$ cat src/rtl/neu_relax.sv
// Grid shortest-path node: weight, best cost, back-pointer, settle FSM.
// Optional NEU_UPD_STATS_EN adds the upd_cnt update counter output.
module neu_relax #(
  parameter int COST_W        = 16,
  parameter int WGT_W         = 4,
  parameter int PERP_STEP     = 2,
  parameter int DIAG_STEP     = 3,
  parameter int CONN8         = 1,
  parameter int SETTLE_CYCLES = 4
) (
  input  logic                clk,
  input  logic                rst,
  input  logic                clr,
  input  logic                ld,
  input  logic [WGT_W-1:0]    ld_weight,
  input  logic                start,
  input  logic                halt,
  input  logic [8*COST_W-1:0] adj_cost,
  input  logic [7:0]          adj_vld,
`ifdef NEU_UPD_STATS_EN
  output logic [7:0]          upd_cnt,
`endif
  output logic [COST_W-1:0]   path_cost,
  output logic [2:0]          path_dir,
  output logic                path_mod,
  output logic                settled,
  output logic                busy
);

  localparam int XW = COST_W + 2;
  localparam logic [COST_W-1:0] INF = '1;
  localparam logic [WGT_W-1:0] BLK = '1;
  localparam logic [7:0] LAST = 8'(SETTLE_CYCLES - 1);

  typedef enum logic [1:0] {
    IDLE    = 2'd0,
    RELAX   = 2'd1,
    SETTLED = 2'd2
  } state_t;

  state_t state, state_n;
  logic [7:0] cnt, cnt_n;
  logic [WGT_W-1:0] weight;
  logic [COST_W-1:0] cand [8];
  logic [7:0] elig;
  logic [COST_W-1:0] best;
  logic [2:0] best_k;
  logic found;
  logic active;
  logic relax_en;
  logic upd;

  for (genvar k = 0; k < 8; k++) begin : g_cand
    logic [COST_W-1:0] a;
    logic [XW-1:0] sum;
    assign a = adj_cost[k*COST_W +: COST_W];
    assign sum = XW'(a)
               + (XW'(weight) << 1)
               + XW'((k % 2) != 0 ? DIAG_STEP
                                  : PERP_STEP);
    assign cand[k] = (a == INF || sum >= XW'(INF))
                   ? INF : sum[COST_W-1:0];
    assign elig[k] = adj_vld[k]
                   && (CONN8 != 0 || (k % 2) == 0)
                   && cand[k] < path_cost;
  end

  // Strict compare keeps the lowest index on ties.
  always_comb begin
    best   = INF;
    best_k = 3'd0;
    found  = 1'b0;
    for (int k = 0; k < 8; k++) begin
      if (elig[k] && (!found || cand[k] < best)) begin
        best   = cand[k];
        best_k = 3'(k);
        found  = 1'b1;
      end
    end
  end

  assign active = state != IDLE;
  assign relax_en = active && !clr && !ld && !halt;
  assign upd = relax_en && found && weight != BLK;

  always_ff @(posedge clk) begin
    if (rst) begin
      state <= IDLE;
      cnt   <= '0;
    end else begin
      state <= state_n;
      cnt   <= cnt_n;
    end
  end

  always_comb begin
    state_n = state;
    cnt_n   = cnt;
    if (clr) begin
      cnt_n = '0;
    end else if (ld) begin
      if (active) begin
        state_n = RELAX;
        cnt_n   = '0;
      end
    end else if (halt) begin
      state_n = IDLE;
    end else if (!active) begin
      if (start) begin
        state_n = RELAX;
        cnt_n   = '0;
      end
    end else if (upd) begin
      state_n = RELAX;
      cnt_n   = '0;
    end else if (state == RELAX) begin
      if (cnt >= LAST) state_n = SETTLED;
      else cnt_n = cnt + 8'd1;
    end
  end

  always_comb begin
    busy    = active;
    settled = state == SETTLED;
  end

  always_ff @(posedge clk) begin
    if (rst) begin
      path_cost <= INF;
      path_dir  <= 3'd0;
      path_mod  <= 1'b0;
      weight    <= '0;
    end else begin
      path_mod <= upd;
      if (clr) begin
        path_cost <= '0;
        path_dir  <= 3'd0;
      end else if (ld) begin
        weight <= ld_weight;
        if (ld_weight == BLK) begin
          path_cost <= INF;
          path_dir  <= 3'd0;
        end
      end else if (upd) begin
        path_cost <= best;
        path_dir  <= best_k;
      end
    end
  end

`ifdef NEU_UPD_STATS_EN
  always_ff @(posedge clk) begin
    if (rst || clr) upd_cnt <= '0;
    else if (upd && upd_cnt != 8'hFF)
      upd_cnt <= upd_cnt + 8'd1;
  end
`endif

endmodule
$ cat config.mk
export PLATFORM = sky130hd
export DESIGN_NAME = neu_relax
export DESIGN_NICKNAME = d
export VERILOG_FILES = /design/src/rtl/neu_relax.sv
export SDC_FILE = /design/constraint.sdc
export NUM_CORES = 1
export LEC_CHECK = 0
export CAP_MARGIN = 15
export CORE_UTILIZATION = 30
export DETAILED_ROUTE_END_ITERATION = 7
export GPL_TIMING_DRIVEN = 0
export PLACE_DENSITY = 0.55
export SLEW_MARGIN = 20
export SYNTH_ARGS = -nofsm -noshare
export SYNTH_HDL_FRONTEND = slang
export SYNTH_SLANG_ARGS = --single-unit
$ cat constraint.sdc
create_clock -name clk -period 28.7 [get_ports clk]
set_input_delay 5.74 -clock clk [delete_from_list [all_inputs] [get_ports clk]]
set_output_delay 5.74 -clock clk [all_outputs]
set_load 0.05 [all_outputs]
# Word-level counts from Yosys, hierarchy flattened
# Index checks and enable logic that the tools add are counted.
# word_totals
reg_bits,34
out_inout_bits,22
word_cells,178
# classes
n_addsub,17
n_lt_le_gt_ge,24
eq_ne,20
muxes,54
bitwise,1
reduce_logical,56
# op_table
op,n
16-bit two-way mux,20
16-bit less-than comparator,15
17-bit by 2-bit adder with 18-bit output (second input constant),8
18-bit by 16-bit >= comparator with 1-bit output (second input constant),8
16-bit by 5-bit adder with 17-bit output,8
16-bit equality test (second input constant),8
8-bit two-way mux,8
3-bit two-way mux,7
1-bit logical AND,20
2-bit two-way mux,10
1-bit logical OR,15
1-bit zero test,10
5-bit by 3-bit inequality test with 1-bit output (second input constant),2
5-bit AND reduction,2
1-bit two-way mux,9
8-bit by 1-bit adder with 8-bit output (second input constant),1
8-bit by 2-bit >= comparator with 1-bit output (second input constant),1
4-bit inequality test (second input constant),2
2-bit AND reduction,3
2-bit nonzero test,3
3-bit nonzero test,2
4-bit equality test (second input constant),1
2-bit by 1-bit inequality test with 1-bit output (second input constant),2
4-bit by 2-bit inequality test with 1-bit output (second input constant),1
6 further kinds,6

# Depth between registers and ports, before layout
# logic_depth
ltp_word,42
mapped_depth,113
mapped_depth_nobuf,104

# Least setup slack after synthesis
# No wires, ideal clock.
# synth_timing
kind,in2reg
startpoint,input port adj_cost[2]
endpoint,register path_cost[9]
setup_ns,0.122
arrival_time_ns,25.231
required_time_ns,28.578
setup_slack_ns,3.347
path_stages,104
n_path_buf,8
path_cell_list,ha_1 -> ha_1 -> fa_1 -> nand3_1 -> and2_1 -> or3_1 -> xnor2_1 -> o2111a_1 -> a21oi_1 -> nand2_1 -> ha_1 -> a21oi_1 -> a21boi_0 -> o31ai_1 -> o211ai_1 -> or2_2 -> a211o_1 -> nor3_1 -> [68 not listed] -> nand2_1 -> buf_2 -> nor2_1 -> or2_2 -> ha_1 -> nor2b_1 -> o21ai_0 -> nand2b_1 -> a21oi_1 -> nor2b_1 -> o21ai_0 -> nand2b_1 -> a211oi_1 -> o22ai_1 -> a311o_2 -> or4_1 -> o21ai_1 -> a31oi_1
# synth_via
elab_chain_len,40
word_cells_on_any_way,59
cone_classes,add/sub: 2; order compare: 9; eq/ne: 1; mux: 20; reduce/logical: 27
# synth_rtl
element,line,source
start: declaration,18,"input logic [8*COST_W-1:0] adj_cost,"
16-bit by 5-bit adder with 17-bit output,58,+ (XW'(weight) << 1)
17-bit by 2-bit adder with 18-bit output,59,+ XW'((k % 2) != 0 ? DIAG_STEP
18-bit by 16-bit >= comparator with 1-bit output,61,assign cand[k] = (a == INF || sum >= XW'(INF))
1-bit logical OR,61,
16-bit two-way mux *,62,? INF : sum[COST_W-1:0];
16-bit less-than comparator,65,&& cand[k] < path_cost;
1-bit logical AND,65,
16-bit two-way mux / 1-bit two-way mux (equally long branches),74,if (elig[k] && (!found || cand[k] < best)) begin
[23 not listed],n/a,
16-bit two-way mux / 1-bit two-way mux (equally long branches),74,
16-bit less-than comparator / 1-bit zero test (equally long branches),74,
1-bit logical OR,74,
1-bit logical AND,74,
1-bit two-way mux,74,
1-bit logical AND (2 in series),84,assign upd = relax_en && found && weight != BLK;
3-bit nonzero test (no source line),n/a,
2-bit AND reduction (no source line),n/a,
end signal: assignment,145,path_cost <= best;
end: declaration,23,"output logic [COST_W-1:0] path_cost,"
# Every way passes the cells marked *; elsewhere a longest branch is shown, timed or not. The select of a mux whose other input is x is not followed.
# A chain may end at the register's enable or synchronous reset.

# Final worst setup path
# layout_timing
startpoint,input port adj_cost[1]
endpoint,register path_cost[9]
# The elaborated chain is that of the path after synthesis.

==> out/results.tsv <==
stage	metric	value	unit
yosys	Netlist cell types	100	
timing	Final Cycle Share	96.3	%
detailed_routing	DRT Pass-1 Iters	6	
timing	Layout Skew	0.00730	ns
die	num ports	168	
timing	final setup fails	0	
critical_path	crit path buf inv count	11	
die	initial core utilization	30.7	%
yosys	Yosys top cell area share	27.2	%
yosys	Syn. warnings	0	
yosys	Post-Syn Area	13700	µm²
global_routing	initial antenna violation count	0	
final_layout	Layout area overhead	21.2	%
flow_run	MaxCap Viol Count	0	
yosys	ys flop type	dfxtp_1	
global_routing	GRT Total Usage	22.2	%
critical_path	Worst path top cell family by delay	compound AO/OA/AOI/OAI gates	
status	status	complete, no violations	
yosys	Post-Syn Nets	2342	
yosys	Avg Synthesized Cell Area	7.24	µm²
placed_design	DP HPWL	44000	µm
die	Die W	216	µm
power	Sw Share	55.0	%
critical_path	CP max-delay cell	clkdlybuf4s50_1	
critical_path	WP data required	28.86	ns
final_layout	Nets	2525	
power	Leak Pwr	7.50	nW
detailed_routing	wire length per cell	20.2	µm
clock_tree	Hold-fix buffers, CTS	0	
critical_path	classification of the worst setup path	input port to flip-flop	
yosys	Synth area leaders	ha_1 (27%), nand2_1 (5.7%), a21oi_1 (5.1%)	
timing	Hold Vio Cnt, Final	0	
power	cell-internal power	0.361	mW
power	Seq pwr share	6.9	%
die	core region area	44600	µm²
detailed_routing	vias	15200	
power	Final Power	0.802	mW
power	net switching power	0.441	mW
clock_tree	Worst-path clk slew	0.06	ns
timing	Rel. slew slack	22.5	%
detailed_routing	Antenna Nets Post-Route	0	
critical_path	Crit. End Element	flip-flop	
final_layout	commonest non-fill, non-tap cell in the layout	ha_1	
detailed_routing	drt first-iter violations	1289	
critical_path	CP arrival	27.78	ns
worst_hold_path	Hold Path Depth	2	
global_routing	first-pass GRT wire length	80900	µm
placed_design	# port buffers	159	
worst_hold_path	HP Class	flip-flop to flip-flop	
timing	min cycle time layout	27.62	ns
timing	final max-slew violation count	0	
die	Die Area	46500	µm²
placed_design	placed cells	2641	
clock_tree	root buffer selected by CTS	clkbuf_16	
global_routing	vias in the first global route	14300	
clock_tree	CTS Buffer Depth	2	
critical_path	crit path launch type	input port	
yosys	sequential share of the synthesized area	4.97	%
detailed_routing	vias per cell	5.68	
clock_tree	Num CTS Buffers	5	
clock_tree	Clock Sinks	34	
power	maximum vdd drop	0.0000242	V
die	Die H	216	µm
global_routing	gr ovfl total	0	
yosys	EDFF count, synth	0	
placed_design	gpl congestion	0.940	
yosys	Post-synth ARST share	0	%
die	row cnt	77	
clock_tree	Clk Latency, worst-skew pair	0.29	ns
power	PwrDens	48.3	nW/µm²
final_layout	final std cells w/o fill	2667	
final_layout	share of layout cells above drive strength 1	7.23	%
timing	Max Fclk	0.0362	GHz
power	Combinational Power Share	86.0	%
critical_path	Largest stage delay, worst path	0.49	ns
detailed_routing	Post-route DRC	0	
yosys	Post-Syn Instances	1890	
critical_path	Crit path depth	104	
critical_path	reg2reg path depth	100	
yosys	Yosys top cell by area	ha_1	
clock_tree	CTS tree	done	
clock_tree	H-tree depth	2	
critical_path	critical-path maximum fanout	10	
power	Clock power frac	7.1	%
global_routing	largest net degree at the start of global routing	12	
detailed_routing	Routed WL	53900	µm
timing	Worst Max-Slew Pin Slew	1.16	ns
final_layout	most frequent cells in the layout	ha_1 (298), nand2_1 (206), nor2_1 (169), clkdlybuf4s50_1 (159), a21oi_1 (129)	
yosys	#FFs+latches synth	34	
## Yosys cell counts (27+ instances only)
cell      count
a211oi_1     37
a21o_1       60
a21oi_1     139
and3_1       27
dfxtp_1      34
ha_1        298
inv_1       113
nand2_1     207
nand2b_1     32
nand3_1      58
nand4_1      48
nor2_1      171
nor3_1       36
o21a_1       34
o21ai_0     101
xnor2_1      48
xor2_1       38
## metal layers
metal | GRT usage [%] | wire length, µm
met1 | 29.2 | 24400
met2 | 37.7 | 25000
met3 | 2.07 | 2930
met4 | 7.02 | 1510
met5 | 0 | 0
## worst paths after layout
path / start / end / slack, ns
hold reg to reg: cnt[7] / cnt[7] / 0.49
setup reg to reg: weight[2] / path_cost[9] / 5.82
setup / recovery: adj_cost[1] / path_cost[9] / 1.08
hold / removal: cnt[7] / cnt[7] / 0.49
## worst register-to-register path, delay by kind of cell (launching register included)
kind / cells / cell delay, ns
compound gates: 58 / 12.41
fa+ha+maj: 10 / 2.91
buf+inv: 8 / 1.75
flops: 1 / 1.09
mux: 1 / 0.42
simple gates: 23 / 4.18
## kinds of logic (layout without fill, tap and decap cells)
kind of cell	count (synthesis)	in the layout	synth area share, %
buffers and inverters	157	341	4.54
other	0	1	0
XOR/XNOR	86	86	5.50
flip-flops	34	34	4.97
multiplexers	31	31	2.44
AND/OR/NAND/NOR	722	722	26.4
AO/OA/AOI/OAI	554	554	27.8
adder cells (fa/ha/maj)	306	306	28.4
## sequential cells by signal, indices dropped and copies added (netlist names)
| name | count |
|---|---|
| cnt | 8 |
| path_cost | 16 |
| path_dir | 3 |
| path_mod | 1 |
| state | 2 |
| weight | 4 |
## per-stage QoR
step                      setup WS (ns)  cell area, µm²  util [%]  hold slack [ns]  setup TNS, ns
after floorplan                    3.35           13700         -            0.437              0
after global placement            -1.79           16000      35.9            0.458         -32.01
after detailed placement          -2.19           16000      35.9            0.475         -39.22
after CTS                        0.0145           16300      36.5            0.489              0
after global routing            -0.0966           16600      37.2            0.524         -0.478
final                              1.08           16600      37.2            0.491              0
## power by group through the flow
stage	combinational (mW)	clock, mW	sequential [mW]
after floorplan	0.427	0	0.0641
after global placement	0.621	0	0.0564
after detailed placement	0.633	0	0.0565
after CTS	0.652	0.0571	0.0554
after global routing	0.752	0.0590	0.0557
final	0.690	0.0569	0.0553
## cell type report
type / instances / area, µm²
clock buffers: 6 / 139
clock inverters: 2 / 12.5
plain buffers: 44 / 236
diodes: 1 / 2.50
fillers: 4717 / 28000
inverters: 113 / 424
flip-flops and latches: 34 / 681
well taps: 592 / 741
multi-input cells: 1699 / 12600
repair buffers: 176 / 1720
## what timing repair did
item	in CTS	in global routing
setup buffers	3	14
pin swaps	1	9
resized for setup	25	54
endpoints found under the setup margin	19	19
cloned	0	0
Power figures use the tool's default switching activity.
